## config.mk

```make
export PLATFORM = sky130hd
export DESIGN_NAME = msk_tx_framer
export DESIGN_NICKNAME = d
export VERILOG_FILES = /design/src/rtl/msk_tx_framer.sv
export SDC_FILE = /design/constraint.sdc
export NUM_CORES = 1
export LEC_CHECK = 0
export ABC_AREA = 1
export CAP_MARGIN = 10
export CORE_UTILIZATION = 45
export CTS_CLUSTER_SIZE = 40
export DETAILED_ROUTE_END_ITERATION = 12
export PLACE_DENSITY_LB_ADDON = 0.25
export RECOVER_POWER = 50
export SYNTH_ARGS = -nofsm -noshare
export SYNTH_HDL_FRONTEND = slang
export SYNTH_SLANG_ARGS = --single-unit
```

## constraint.sdc

```tcl
create_clock -name clk -period 2.37 [get_ports clk]
set_input_delay 0.474 -clock clk [delete_from_list [all_inputs] [get_ports clk]]
set_output_delay 0.474 -clock clk [all_outputs]
set_load 0.01 [all_outputs]
```

## src/rtl/msk_tx_framer.sv

```systemverilog
// Transmit frame sequencer for msk_mod: preamble, sync word, MSB-first payload
// and zero tail, each bit held for SPS clocks with no gaps between bits.
module msk_tx_framer #(
    parameter int              SPS              = 20,
    parameter int              PREAMBLE_BYTES   = 4,
    parameter logic [7:0]      PREAMBLE_PATTERN = 8'hAA,
    parameter logic [15:0]     SYNC_WORD        = 16'h1ACF,
    parameter int              TAIL_BITS        = 8
) (
    input  logic        clk,
    input  logic        reset,
    input  logic        en,
    input  logic [7:0]  s_tdata,
    input  logic        s_tvalid,
    input  logic        s_tlast,
    output logic        s_tready,
    output logic        tx_bit,
    output logic        tx_active,
    output logic        bit_strobe,
    output logic        frame_done,
    output logic        underrun,
    output logic [15:0] frame_cnt
);

    localparam int SW = (SPS > 1) ? $clog2(SPS) : 1;
    localparam int PW = (PREAMBLE_BYTES > 1) ? $clog2(PREAMBLE_BYTES) : 1;
    localparam int TW = (TAIL_BITS > 1) ? $clog2(TAIL_BITS) : 1;

    localparam logic [SW-1:0] SAMP_LAST = SW'(SPS - 1);
    localparam logic [PW-1:0] BYTE_LAST = PW'(PREAMBLE_BYTES - 1);
    localparam logic [TW-1:0] TAIL_LAST = TW'(TAIL_BITS - 1);

    localparam logic [2:0] ST_IDLE     = 3'd0;
    localparam logic [2:0] ST_PREAMBLE = 3'd1;
    localparam logic [2:0] ST_SYNC     = 3'd2;
    localparam logic [2:0] ST_PAYLOAD  = 3'd3;
    localparam logic [2:0] ST_TAIL     = 3'd4;

    logic [2:0]    r_state;
    logic [SW-1:0] r_samp_cnt;
    logic [3:0]    r_bit_cnt;
    logic [PW-1:0] r_byte_cnt;
    logic [TW-1:0] r_tail_cnt;
    logic [15:0]   r_shreg;
    logic          r_last;
    logic          r_tx_bit;
    logic          r_tx_active;
    logic          r_bit_strobe;
    logic          r_frame_done;
    logic          r_underrun;
    logic [15:0]   r_frame_cnt;

    logic          w_boundary;
    logic          w_load_pt;
    logic [2:0]    w_state_nxt;
    logic [SW-1:0] w_samp_nxt;
    logic [3:0]    w_bit_nxt;
    logic [PW-1:0] w_byte_nxt;
    logic [TW-1:0] w_tail_nxt;
    logic [15:0]   w_shreg_nxt;
    logic          w_last_nxt;
    logic          w_done_nxt;
    logic          w_under_nxt;
    logic [15:0]   w_cnt_nxt;
    logic          w_active_nxt;

    // The shift register is 16 bits wide so the sync word is just another load;
    // preamble and payload bytes occupy the upper half and shift out of bit 15.
    assign w_boundary = (r_samp_cnt == SAMP_LAST);
    assign w_load_pt  = w_boundary &&
                        (((r_state == ST_SYNC) && (r_bit_cnt == 4'd15)) ||
                         ((r_state == ST_PAYLOAD) && (r_bit_cnt == 4'd7) && !r_last));
    assign s_tready   = w_load_pt;

    // Next-state, counter and shift-register logic.
    always_comb begin
        w_state_nxt = r_state;
        w_bit_nxt   = r_bit_cnt;
        w_byte_nxt  = r_byte_cnt;
        w_tail_nxt  = r_tail_cnt;
        w_shreg_nxt = r_shreg;
        w_last_nxt  = r_last;
        w_done_nxt  = 1'b0;
        w_under_nxt = 1'b0;
        w_cnt_nxt   = r_frame_cnt;

        if ((r_state == ST_IDLE) || w_boundary) begin
            w_samp_nxt = {SW{1'b0}};
        end else begin
            w_samp_nxt = r_samp_cnt + SW'(1);
        end

        case (r_state)
            ST_IDLE: begin
                if (en && s_tvalid) begin
                    w_state_nxt = ST_PREAMBLE;
                    w_shreg_nxt = {PREAMBLE_PATTERN, 8'h00};
                    w_bit_nxt   = 4'd0;
                    w_byte_nxt  = {PW{1'b0}};
                end else begin
                    w_shreg_nxt = 16'h0000;
                end
            end
            ST_PREAMBLE: begin
                if (w_boundary && (r_bit_cnt == 4'd7)) begin
                    w_bit_nxt = 4'd0;
                    if (r_byte_cnt == BYTE_LAST) begin
                        w_state_nxt = ST_SYNC;
                        w_byte_nxt  = {PW{1'b0}};
                        w_shreg_nxt = SYNC_WORD;
                    end else begin
                        w_byte_nxt  = r_byte_cnt + PW'(1);
                        w_shreg_nxt = {PREAMBLE_PATTERN, 8'h00};
                    end
                end else if (w_boundary) begin
                    w_bit_nxt   = r_bit_cnt + 4'd1;
                    w_shreg_nxt = {r_shreg[14:0], 1'b0};
                end else begin
                    w_bit_nxt = r_bit_cnt;
                end
            end
            ST_SYNC, ST_PAYLOAD: begin
                if (w_boundary && (r_state == ST_PAYLOAD) && (r_bit_cnt == 4'd7) && r_last) begin
                    w_state_nxt = ST_TAIL;
                    w_bit_nxt   = 4'd0;
                    w_tail_nxt  = {TW{1'b0}};
                    w_shreg_nxt = 16'h0000;
                end else if (w_load_pt) begin
                    w_bit_nxt = 4'd0;
                    if (s_tvalid) begin
                        w_state_nxt = ST_PAYLOAD;
                        w_shreg_nxt = {s_tdata, 8'h00};
                        w_last_nxt  = s_tlast;
                    end else begin
                        // Source ran dry at a byte boundary: abandon the frame.
                        w_state_nxt = ST_IDLE;
                        w_shreg_nxt = 16'h0000;
                        w_under_nxt = 1'b1;
                    end
                end else if (w_boundary) begin
                    w_bit_nxt   = r_bit_cnt + 4'd1;
                    w_shreg_nxt = {r_shreg[14:0], 1'b0};
                end else begin
                    w_bit_nxt = r_bit_cnt;
                end
            end
            ST_TAIL: begin
                if (w_boundary && (r_tail_cnt == TAIL_LAST)) begin
                    w_state_nxt = ST_IDLE;
                    w_tail_nxt  = {TW{1'b0}};
                    w_done_nxt  = 1'b1;
                    w_cnt_nxt   = r_frame_cnt + 16'd1;
                end else if (w_boundary) begin
                    w_tail_nxt = r_tail_cnt + TW'(1);
                end else begin
                    w_tail_nxt = r_tail_cnt;
                end
            end
            default: begin
                w_state_nxt = ST_IDLE;
                w_shreg_nxt = 16'h0000;
            end
        endcase

        w_active_nxt = (w_state_nxt != ST_IDLE);
    end

    // State, counters and registered outputs.
    always_ff @(posedge clk or posedge reset) begin
        if (reset) begin
            r_state      <= ST_IDLE;
            r_samp_cnt   <= {SW{1'b0}};
            r_bit_cnt    <= 4'd0;
            r_byte_cnt   <= {PW{1'b0}};
            r_tail_cnt   <= {TW{1'b0}};
            r_shreg      <= 16'h0000;
            r_last       <= 1'b0;
            r_tx_bit     <= 1'b0;
            r_tx_active  <= 1'b0;
            r_bit_strobe <= 1'b0;
            r_frame_done <= 1'b0;
            r_underrun   <= 1'b0;
            r_frame_cnt  <= 16'h0000;
        end else begin
            r_state      <= w_state_nxt;
            r_samp_cnt   <= w_samp_nxt;
            r_bit_cnt    <= w_bit_nxt;
            r_byte_cnt   <= w_byte_nxt;
            r_tail_cnt   <= w_tail_nxt;
            r_shreg      <= w_shreg_nxt;
            r_last       <= w_last_nxt;
            r_tx_bit     <= w_active_nxt && w_shreg_nxt[15];
            r_tx_active  <= w_active_nxt;
            r_bit_strobe <= w_active_nxt && (w_samp_nxt == {SW{1'b0}});
            r_frame_done <= w_done_nxt;
            r_underrun   <= w_under_nxt;
            r_frame_cnt  <= w_cnt_nxt;
        end
    end

    assign tx_bit     = r_tx_bit;
    assign tx_active  = r_tx_active;
    assign bit_strobe = r_bit_strobe;
    assign frame_done = r_frame_done;
    assign underrun   = r_underrun;
    assign frame_cnt  = r_frame_cnt;

endmodule

```

## Word-level counts from Yosys, hierarchy flattened

Index checks and enable logic that the tools add are counted.

| storage, ports and cells | value |
|---|---|
| bits of input ports | 13 |
| output and inout port bits | 22 |
| logic and storage cells | 97 |
| register bits | 55 |

| operators by class | value |
|---|---|
| bitwise operators | 1 |
| equality and inequality tests | 13 |
| mux-type cells | 37 |
| reductions and logical operators | 27 |
| add/sub/neg operators | 5 |

Operators with widths:

| cell | number |
|---|---|
| $mux W16 | 7 |
| $pmux W16 S4 | 1 |
| $mux W3 | 9 |
| $mux W4 | 5 |
| $add A16 B1 Y16 const B | 1 |
| $logic_and A1 B1 Y1 | 12 |
| $pmux W3 S4 | 1 |
| $pmux W4 S3 | 1 |
| $mux W2 | 4 |
| $eq A3 B2 Y1 const B | 2 |
| $eq A3 B3 Y1 const B | 2 |
| $mux W1 | 6 |
| $pmux W3 S2 | 1 |
| $reduce_and A3 Y1 | 2 |
| $reduce_bool A3 Y1 | 2 |
| $add A5 B1 Y5 const B | 1 |
| $eq A5 B5 Y1 const B | 1 |
| $logic_not A5 Y1 | 1 |
| $mux W5 | 1 |
| $add A4 B1 Y4 const B | 1 |
| $eq A4 B3 Y1 const B | 1 |
| $eq A4 B4 Y1 const B | 1 |
| $ne A2 B2 Y1 const B | 2 |
| $pmux W2 S2 | 1 |
| 14 further kinds | 17 |

## Longest topological paths before layout

Gate-level depths: netlist of the first run.

| depth | value |
|---|---|
| depth after elaboration | 10 |
| gate-level depth with buffers | 14 |
| depth with buffers taken out | 14 |

## Worst setup path before layout of the first run

No wires, ideal clock.

| path | value |
|---|---|
| path kind | register to register |
| start point | register r_samp_cnt[0] |
| end point | register r_tx_bit, in the netlist tx_bit |
| slack | 684 ps |
| library setup time | 120 ps |
| data required time | 2,250 ps |
| arrival time | 1,566 ps |
| period minus slack after synthesis | 1,686 ps |
| stages on the path, launching flop included | 13 |
| buffers on the path | 1 |
| path through | dfrtp_1 > ha_1 > nand2_2 > inv_2 > nand2_2 > buf_4 > nor2_1 > nand3_1 > inv_1 > nor2_1 > nand3_1 > nor2_2 > nor2_1 |

| between the ends | value |
|---|---|
| word-level cells in the longest chain between the ends | 8 |
| elaborated cells on any way between the ends | 19 |
| classes of those cells | eq/ne: 1; mux: 10; reduce/logical: 8 |

Ends and longest elaborated chain:

| element | RTL line | RTL |
|---|---|---|
| start: declaration | 40 | `logic [SW-1:0] r_samp_cnt;` |
| start signal: assignment | 172 | `r_samp_cnt <= {SW{1'b0}};` |
| start signal: assignment | 186 | `r_samp_cnt <= w_samp_nxt;` |
| $eq A5 B5 Y1 * | 69 | `assign w_boundary = (r_samp_cnt == SAMP_LAST);` |
| $logic_and A1 B1 Y1 (3 in a row) | 123 | `if (w_boundary && (r_state == ST_PAYLOAD) && (r_bit_cnt == 4'd7) && r_last) begin` |
| $mux W3 | 123 |  |
| $pmux W3 S4 | 93 | `case (r_state)` |
| $reduce_bool A3 Y1 | 165 | `w_active_nxt = (w_state_nxt != ST_IDLE);` |
| $logic_and A1 B1 Y1 * | 192 | `r_tx_bit <= w_active_nxt && w_shreg_nxt[15];` |
| end signal: assignment | 192 |  |
| end: declaration | 46 | `logic r_tx_bit;` |

Every way passes the cells marked *; elsewhere a longest branch is shown, timed or not.
A chain may end at the register's enable or synchronous reset.

## Worst setup path after layout of the first run

| path | value |
|---|---|
| start point | register r_samp_cnt[1] |
| end point | output s_tready |

| between the ends | value |
|---|---|
| word-level cells in the longest chain between the ends | 2 |

Ends and longest elaborated chain:

| element | RTL line | RTL |
|---|---|---|
| $eq A5 B5 Y1 | 69 |  |
| $logic_and A1 B1 Y1 | 70 | `assign w_load_pt = w_boundary &&` |
| end: declaration | 16 | `output logic s_tready,` |

No other way between the ends.

==> flow_metrics.py, run 1 <==
metrics = {
    "status": {
        "status": "completed",
    },
    "setup_path": {
        "critPathKind": "flip-flop to primary output",
        "r2r_cells": 12,
        "crit_arrival_ns": 1.74,
        "max_stage_delay_ns": 0.37,
        "startpoint": "r_samp_cnt[1]",
        "worst-r2r-setup-slack_ns": 0.26,
        "path_cells": "ha_1, nand2_1, inv_2, nand2_2, nor2_8, nand2_4, nand2_4, dlygate4sd2_1",
        "cp_top_family": "simple AND/OR/NAND/NOR gates",
        "required_ns": 1.90,
        "timing.rr.start": "r_samp_cnt[0]",
        "critPathMaxFanout": 4,
        "crit_slowest_cell": "dfrtp_1",
        "cp-end-kind": "primary output",
        "critical_path_buf_inv_count": 2,
        "cpMostUsedCell": "nand2_4",
        "r2r_end": "tx_bit",
        "start_kind": "flip-flop",
    },
    "synthesis": {
        "avgSynthCellArea_um2": 7.93,
        "synthCells": 395,
        "syn-cell-area_um2": 3130,
        "syn_nets": 414,
        "synth_seq_cells": 55,
        "synth_compound_area_frac": 0.0715,
        "synth_fa_ha_area_frac": 0.0240,
        "yosysWarnings": 0,
        "ys_seq_area_frac": 0.439,
        "synth_top_family_by_area": "simple AND/OR/NAND/NOR gates",
        "synth_xor_area_frac": 0.0503,
        "synth.area.mux_share": 0.00319,
        "synthDistinctLibCells": 32,
        "yosys.area_share.simple": 0.323,
    },
    "global_routing": {
        "overflow": 0,
        "grt_pass1_vias": 2533,
        "grt_util_all_layers": 0.201,
        "grt_max_degree": 56,
        "grt_pass1_wl_um": 11500,
        "antenna_found_initial": 0,
    },
    "sta": {
        "worst_clock_skew_ns": 0.00781,
        "worst_pin_slew_ns": 1.37,
        "tns_ns": 0,
        "relSlewSlack": 0.0889,
        "whs_ns": 0.493,
        "fin_crit_sh": 0.934,
        "max_freq_ghz": 0.452,
        "setup_viol": 0,
        "slew_violations": 0,
        "rsz0062_at_grt": "false",
        "finalHoldViolCount": 0,
        "fin_crit_ns": 2.21,
    },
    "placement": {
        "numPortBuffers": 34,
        "gp_congestion": 0.835,
        "hpwl_um": 4850,
        "dp_cells": 507,
    },
    "layout": {
        "final_net_count": 455,
        "drive_gt1_frac": 0.105,
        "syn2layout_area_growth_pct": 17.2,
        "fin_cells": 517,
        "antenna_cells": 0,
    },
    "clock_tree": {
        "cts_buffer_depth": 2,
        "cts_tree": "yes",
        "path_clk_slew_ns": 0.10,
        "insertion_delay_ns": 0.31,
        "numCtsBuffers": 5,
        "clock-root-buffer": "clkbuf_8",
        "hold_buffers": 0,
        "clock_sinks": 55,
        "htreeDepth": 2,
    },
    "drt": {
        "viasPerCell": 4.97,
        "drt-initial-drc-count": 116,
        "wl_per_cell_um": 12.8,
        "dr_wl_met3_um": 293,
        "num_vias": 2570,
        "final_antenna_net_count": 0,
        "met2_length_um": 3220,
        "drcViolationCount": 0,
        "wl_met1_um": 3060,
        "first_pass_iters": 4,
        "finalWirelength_um": 6630,
        "top_layer": "met4",
    },
    "floorplanning": {
        "fp-row-count": 30,
        "die_h_um": 85.5,
        "core_area_um2": 6760,
        "num_io_pins": 35,
        "die_w_um": 85.5,
        "start_util": 0.464,
        "dieArea_um2": 7300,
    },
    "power_and_ir_drop": {
        "ir_worst_vdd_mv": 0.201,
        "power.density_nw_per_um2": 425,
        "p_leak_nw": 1.86,
        "power_mw": 1.56,
    },
    "min_path": {
        "worstHoldPathCells": 2,
        "hold_start": "r_tail_cnt[1]",
        "min_to": "r_tail_cnt[1]",
        "hold_path.class": "flip-flop to flip-flop",
    },
    "flow_run": {
        "cap_violations": 0,
    },
}
## cell type report
| cell class | count | area, um^2 |
|---|---|---|
| clock buffer | 7 | 96.3 |
| clock inverter | 1 | 7.51 |
| fill | 645 | 3080 |
| inverter | 60 | 225 |
| multi-input combinational | 272 | 1480 |
| sequential | 55 | 1380 |
| tap | 80 | 100 |
| timing repair buffer | 42 | 393 |
## stage by stage
stage / cell area [um^2] / utilization / setup slack (ns)
finish: 3670 / 0.544 / 0.157
global route: 3670 / 0.544 / 0.0575
CTS: 3700 / 0.548 / 0.201
detailed placement: 3580 / 0.529 / 0.198
global placement: 3580 / 0.529 / 0.237
floorplan: 3130 / - / 0.553
## worst min-delay path: stages (launching register included)
cell     delay, ns
dfrtp_1       0.36
nand2_1       0.06
nand2_1       0.05
## Yosys cell counts
| library cell | number | area, um^2 |
|---|---|---|
| a21boi_4 | 1 | 18.8 |
| a21oi_1 | 6 | 30.0 |
| a21oi_2 | 1 | 8.76 |
| buf_2 | 5 | 25.0 |
| buf_4 | 1 | 7.51 |
| buf_6 | 2 | 22.5 |
| dfrtp_1 | 55 | 1380 |
| ha_1 | 6 | 75.1 |
| inv_1 | 53 | 199 |
| inv_2 | 7 | 26.3 |
| mux2i_1 | 1 | 10.0 |
| nand2_1 | 108 | 405 |
| nand2_2 | 7 | 43.8 |
| nand2_4 | 3 | 33.8 |
| nand3_1 | 31 | 155 |
| nand3_2 | 4 | 40.0 |
| nand3_4 | 1 | 17.5 |
| nand3b_1 | 2 | 15.0 |
| nand4_1 | 9 | 56.3 |
| nor2_1 | 35 | 131 |
| nor2_2 | 3 | 18.8 |
| nor2_4 | 2 | 22.5 |
| nor2_8 | 2 | 40.0 |
| nor3_1 | 1 | 5.00 |
| nor3_2 | 1 | 10.0 |
| nor3_4 | 1 | 16.3 |
| o211ai_1 | 8 | 60.1 |
| o21ai_0 | 17 | 85.1 |
| o21ai_1 | 3 | 15.0 |
| o22ai_1 | 1 | 6.26 |
| xnor2_1 | 7 | 61.3 |
| xor2_1 | 11 | 96.3 |
## sequential cells by signal (all words and copies together), names as in the netlist, 2 cells and up
register	flops
r_samp_cnt	5
frame_cnt	16
r_state	3
r_byte_cnt	2
r_bit_cnt	4
r_shreg	16
r_tail_cnt	3
## worst max path at each step
stage                            end  slack, ns  depth (start not counted)
after floorplan           bit_strobe       0.55                          1
after global placement      s_tready       0.24                          8
after detailed placement    s_tready       0.20                          8
after CTS                   s_tready       0.20                          8
after global routing        s_tready       0.06                          8
final                       s_tready       0.16                          8
## logic make-up (layout without fill, tap and decap cells)
logic type,after synthesis,count (layout)
compound gates,37,37
mux,1,1
flops,55,55
simple gates,210,210
xor+xnor,18,18
buf+inv,68,110
fa+ha+maj,6,6
## power by group
group	leakage (nW)	total [mW]	switching, mW	internal, mW
sequential	0.702	0.938	0	0.938
clock	0.0505	0.579	0.312	0.267
combinational	1.11	0.0446	0.0252	0.0194
## layout by cell type, fill, tap and decap left out, drive strengths merged
| cell | count |
|---|---|
| dlygate4sd2 | 1 |
| nand2 | 118 |
| nor3 | 3 |
| buf | 6 |
| xnor2 | 7 |
| mux2i | 1 |
| nor2 | 42 |
| o21ai | 20 |
| dlygate4sd3 | 2 |
| nand3 | 36 |
| clkinvlp | 1 |
| nand4 | 9 |
| a21oi | 7 |
| clkdlybuf4s50 | 31 |
| clkbuf | 9 |
| a21boi | 1 |
| ha | 6 |
| clkinv | 1 |
| o211ai | 8 |
| xor2 | 11 |
| inv | 59 |
| nand3b | 2 |
| o22ai | 1 |
| dfrtp | 55 |
## layer usage
metal / track usage / vias to the layer above
met1: 0.255 / 1182
met2: 0.349 / 60
met3: 0.0428 / 7
li1: - / 1321
met4: 0.0500 / 0
met5: 0 / -
## what timing repair did
| action | CTS | global route |
|---|---|---|
| resized for setup | 3 | 0 |
| hold endpoints to repair | 0 | 0 |
| setup buffers | 2 | 0 |
| endpoints found under the setup margin | 1 | 0 |
No activity file was read; power rests on OpenSTA's default activity.
==> run 2: changes to the inputs <==
--- a/config.mk
+++ b/config.mk
@@ -12,6 +12,7 @@
 export DETAILED_ROUTE_END_ITERATION = 12
 export PLACE_DENSITY_LB_ADDON = 0.25
 export RECOVER_POWER = 50
+export SLEW_MARGIN = 0
 export SYNTH_ARGS = -nofsm -noshare
 export SYNTH_HDL_FRONTEND = slang
 export SYNTH_SLANG_ARGS = --single-unit
==> results of run 2 <==
Final layout, timing and power as in run 1 (identical DEF).
==> run 3: changes to the inputs <==
--- a/config.mk
+++ b/config.mk
@@ -7,11 +7,13 @@
 export LEC_CHECK = 0
 export ABC_AREA = 1
 export CAP_MARGIN = 10
+export CORE_ASPECT_RATIO = 0.75
 export CORE_UTILIZATION = 45
 export CTS_CLUSTER_SIZE = 40
 export DETAILED_ROUTE_END_ITERATION = 12
 export PLACE_DENSITY_LB_ADDON = 0.25
 export RECOVER_POWER = 50
+export REMOVE_ABC_BUFFERS = 1
 export SLEW_MARGIN = 0
 export SYNTH_ARGS = -nofsm -noshare
 export SYNTH_HDL_FRONTEND = slang
==> run 3 against run 2 <==
  * Routed wire length increased by 4.6%
  * Maximum frequency increased by 1.5%
  * Highest routed layer unchanged
  * Worst hold slack got worse by 0.0044 ns
  * Register-to-register slack is essentially flat
  * Utilization grew 2.0 points
  * Count of clock-buffer cells in the layout did not move
==> flow_metrics.py, run 3 (synthesis gave the netlist of run 1 again) <==
metrics = {
    "global_routing": {
        "overflow": 0,
        "grt_max_degree": 56,
        "grt_pass1_wl_um": 11700,
        "antenna_found_initial": 0,
        "grt_util_all_layers": 0.205,
        "grt_pass1_vias": 2391,
    },
    "sta": {
        "fin_crit_ns": 2.18,
        "tns_ns": 0,
        "worst_pin_slew_ns": 1.33,
        "rsz0062_at_grt": "false",
        "relSlewSlack": 0.115,
        "finalHoldViolCount": 0,
        "max_freq_ghz": 0.459,
        "setup_viol": 0,
        "worst_clock_skew_ns": 0.00569,
        "slew_violations": 0,
        "fin_crit_sh": 0.920,
    },
    "setup_path": {
        "crit_slowest_cell": "dfrtp_1",
        "max_stage_delay_ns": 0.39,
        "critPathMaxFanout": 4,
        "cp-end-kind": "primary output",
        "timing.rr.start": "r_state[1]",
        "required_ns": 1.90,
        "path_cells": "ha_1, nand3_1, nor2_1, nand2_2, nand2_4, dlygate4sd2_1",
        "crit_arrival_ns": 1.71,
        "start_kind": "flip-flop",
        "critPathKind": "flip-flop to primary output",
        "critical_path_buf_inv_count": 1,
        "cp_top_family": "simple AND/OR/NAND/NOR gates",
        "startpoint": "r_bit_cnt[0]",
    },
    "placement": {
        "numPortBuffers": 34,
        "hpwl_um": 5280,
        "gp_congestion": 0.927,
    },
    "drt": {
        "drt-initial-drc-count": 176,
        "finalWirelength_um": 6940,
        "viasPerCell": 5.03,
        "drcViolationCount": 0,
        "first_pass_iters": 7,
        "wl_per_cell_um": 13.4,
        "num_vias": 2599,
        "final_antenna_net_count": 0,
    },
    "power_and_ir_drop": {
        "ir_worst_vdd_mv": 0.206,
        "p_comb_frac": 0.029,
        "seqPwrFrac": 0.614,
        "intPower_mw": 1.20,
        "p_sw_uw": 330,
        "power_mw": 1.53,
        "p_leak_nw": 1.87,
        "clkPwrFrac": 0.357,
        "swShare": 0.216,
        "power.density_nw_per_um2": 416,
    },
    "layout": {
        "syn2layout_area_growth_pct": 17.0,
        "fill_cells": 620,
        "drive_gt1_frac": 0.110,
        "regArea_um2": 1380,
        "final_net_count": 454,
        "layout_common_cells": "108 x nand2_1, 54 x dfrtp_1, 53 x inv_1, 35 x nor2_1",
        "layout_commonest_cell": "nand2_1",
        "multi_input_area_um2": 1480,
        "antenna_cells": 0,
    },
    "floorplanning": {
        "die_h_um": 74.3,
        "num_io_pins": 35,
        "fp-row-count": 25,
        "dieArea_um2": 7310,
        "die_w_um": 98.4,
        "start_util": 0.482,
        "core_area_um2": 6510,
    },
    "min_path": {
        "hold_path.class": "flip-flop to flip-flop",
        "hold_start": "r_tail_cnt[0]",
    },
    "clock_tree": {
        "insertion_delay_ns": 0.31,
        "path_clk_slew_ns": 0.10,
        "clock-root-buffer": "clkbuf_8",
        "cts_buffer_depth": 2,
        "numCtsBuffers": 5,
        "htreeDepth": 2,
        "cts_tree": "yes",
        "hold_buffers": 0,
        "clock_sinks": 55,
    },
    "status": {
        "status": "completed",
    },
    "flow_run": {
        "cap_violations": 0,
    },
}
-- run 3: changes by cell type in the layout (fill, tap and decap cells not counted), sizes merged --
| cell | change |
|---|---|
| clkinvlp | -1 |
| clkinv | +1 |
| clkbuf | -1 |
-- run 3: layer usage --
layer | wire length (um) | vias to the layer above | GRT usage | share of wire
li1 | - | 1323 | - | -
met1 | 3590 | 1201 | 0.326 | 0.52
met2 | 2910 | 69 | 0.291 | 0.42
met3 | 380 | 6 | 0.0348 | 0.055
met4 | 52 | 0 | 0.0448 | 0.0075
met5 | 0 | - | 0 | 0
-- run 3: layout make-up --
class / count / share of cell area
Multi-Input combinational cell: 272 / 0.403
Sequential cell: 55 / 0.376
Timing Repair Buffer: 41 / 0.106
Inverter: 60 / 0.0614
Tap cell: 81 / 0.0276
Clock buffer: 7 / 0.0235
Clock inverter: 1 / 0.00239
-- run 3: worst reg2reg max path, delay by kind of cell, from the launching register on --
kind          cells  cell delay [ns]
simple gates      6             1.02
buf+inv           1             0.38
flops             1             0.48
xor+xnor          1             0.16
-- run 3: final timing paths --
check                                end  slack, ns  cells after the start
max                             s_tready       0.19                      6
min                        r_tail_cnt[0]       0.49                      1
max reg2reg                frame_cnt[11]       0.27                      8
min reg2reg                r_tail_cnt[0]       0.49                      1
max in group asynchronous     r_state[2]       0.59                      3
min in group asynchronous   frame_cnt[0]       0.90                      3
-- run 3: timing repair --
action / 4_1_cts / 5_1_grt
hold endpoints to repair: 0 / 0
endpoints found under the setup margin: 1 / 0
gates resized for setup: 4 / 0
buffers inserted: 2 / 0
-- run 3: through the flow --
step	std cells	hold WS [ns]	area, um^2	setup slack [ns]	util
floorplan	387	0.445	3080	0.463	-
global placement	507	0.461	3570	0.245	0.549
detailed placement	507	0.471	3570	0.204	0.549
CTS	517	0.487	3690	0.197	0.567
global route	517	0.503	3670	0.0787	0.564
finish	517	0.489	3670	0.189	0.564
-- run 3: power groups by stage --
stage | Combinational, mW | Sequential (mW) | Clock (mW)
2_1_floorplan | 0.0159 | 0.956 | 0
3_3_place_gp | 0.0510 | 0.956 | 0
3_5_place_dp | 0.0507 | 0.956 | 0
4_1_cts | 0.0504 | 0.938 | 0.557
5_1_grt | 0.0520 | 0.938 | 0.601
6_report | 0.0450 | 0.938 | 0.545
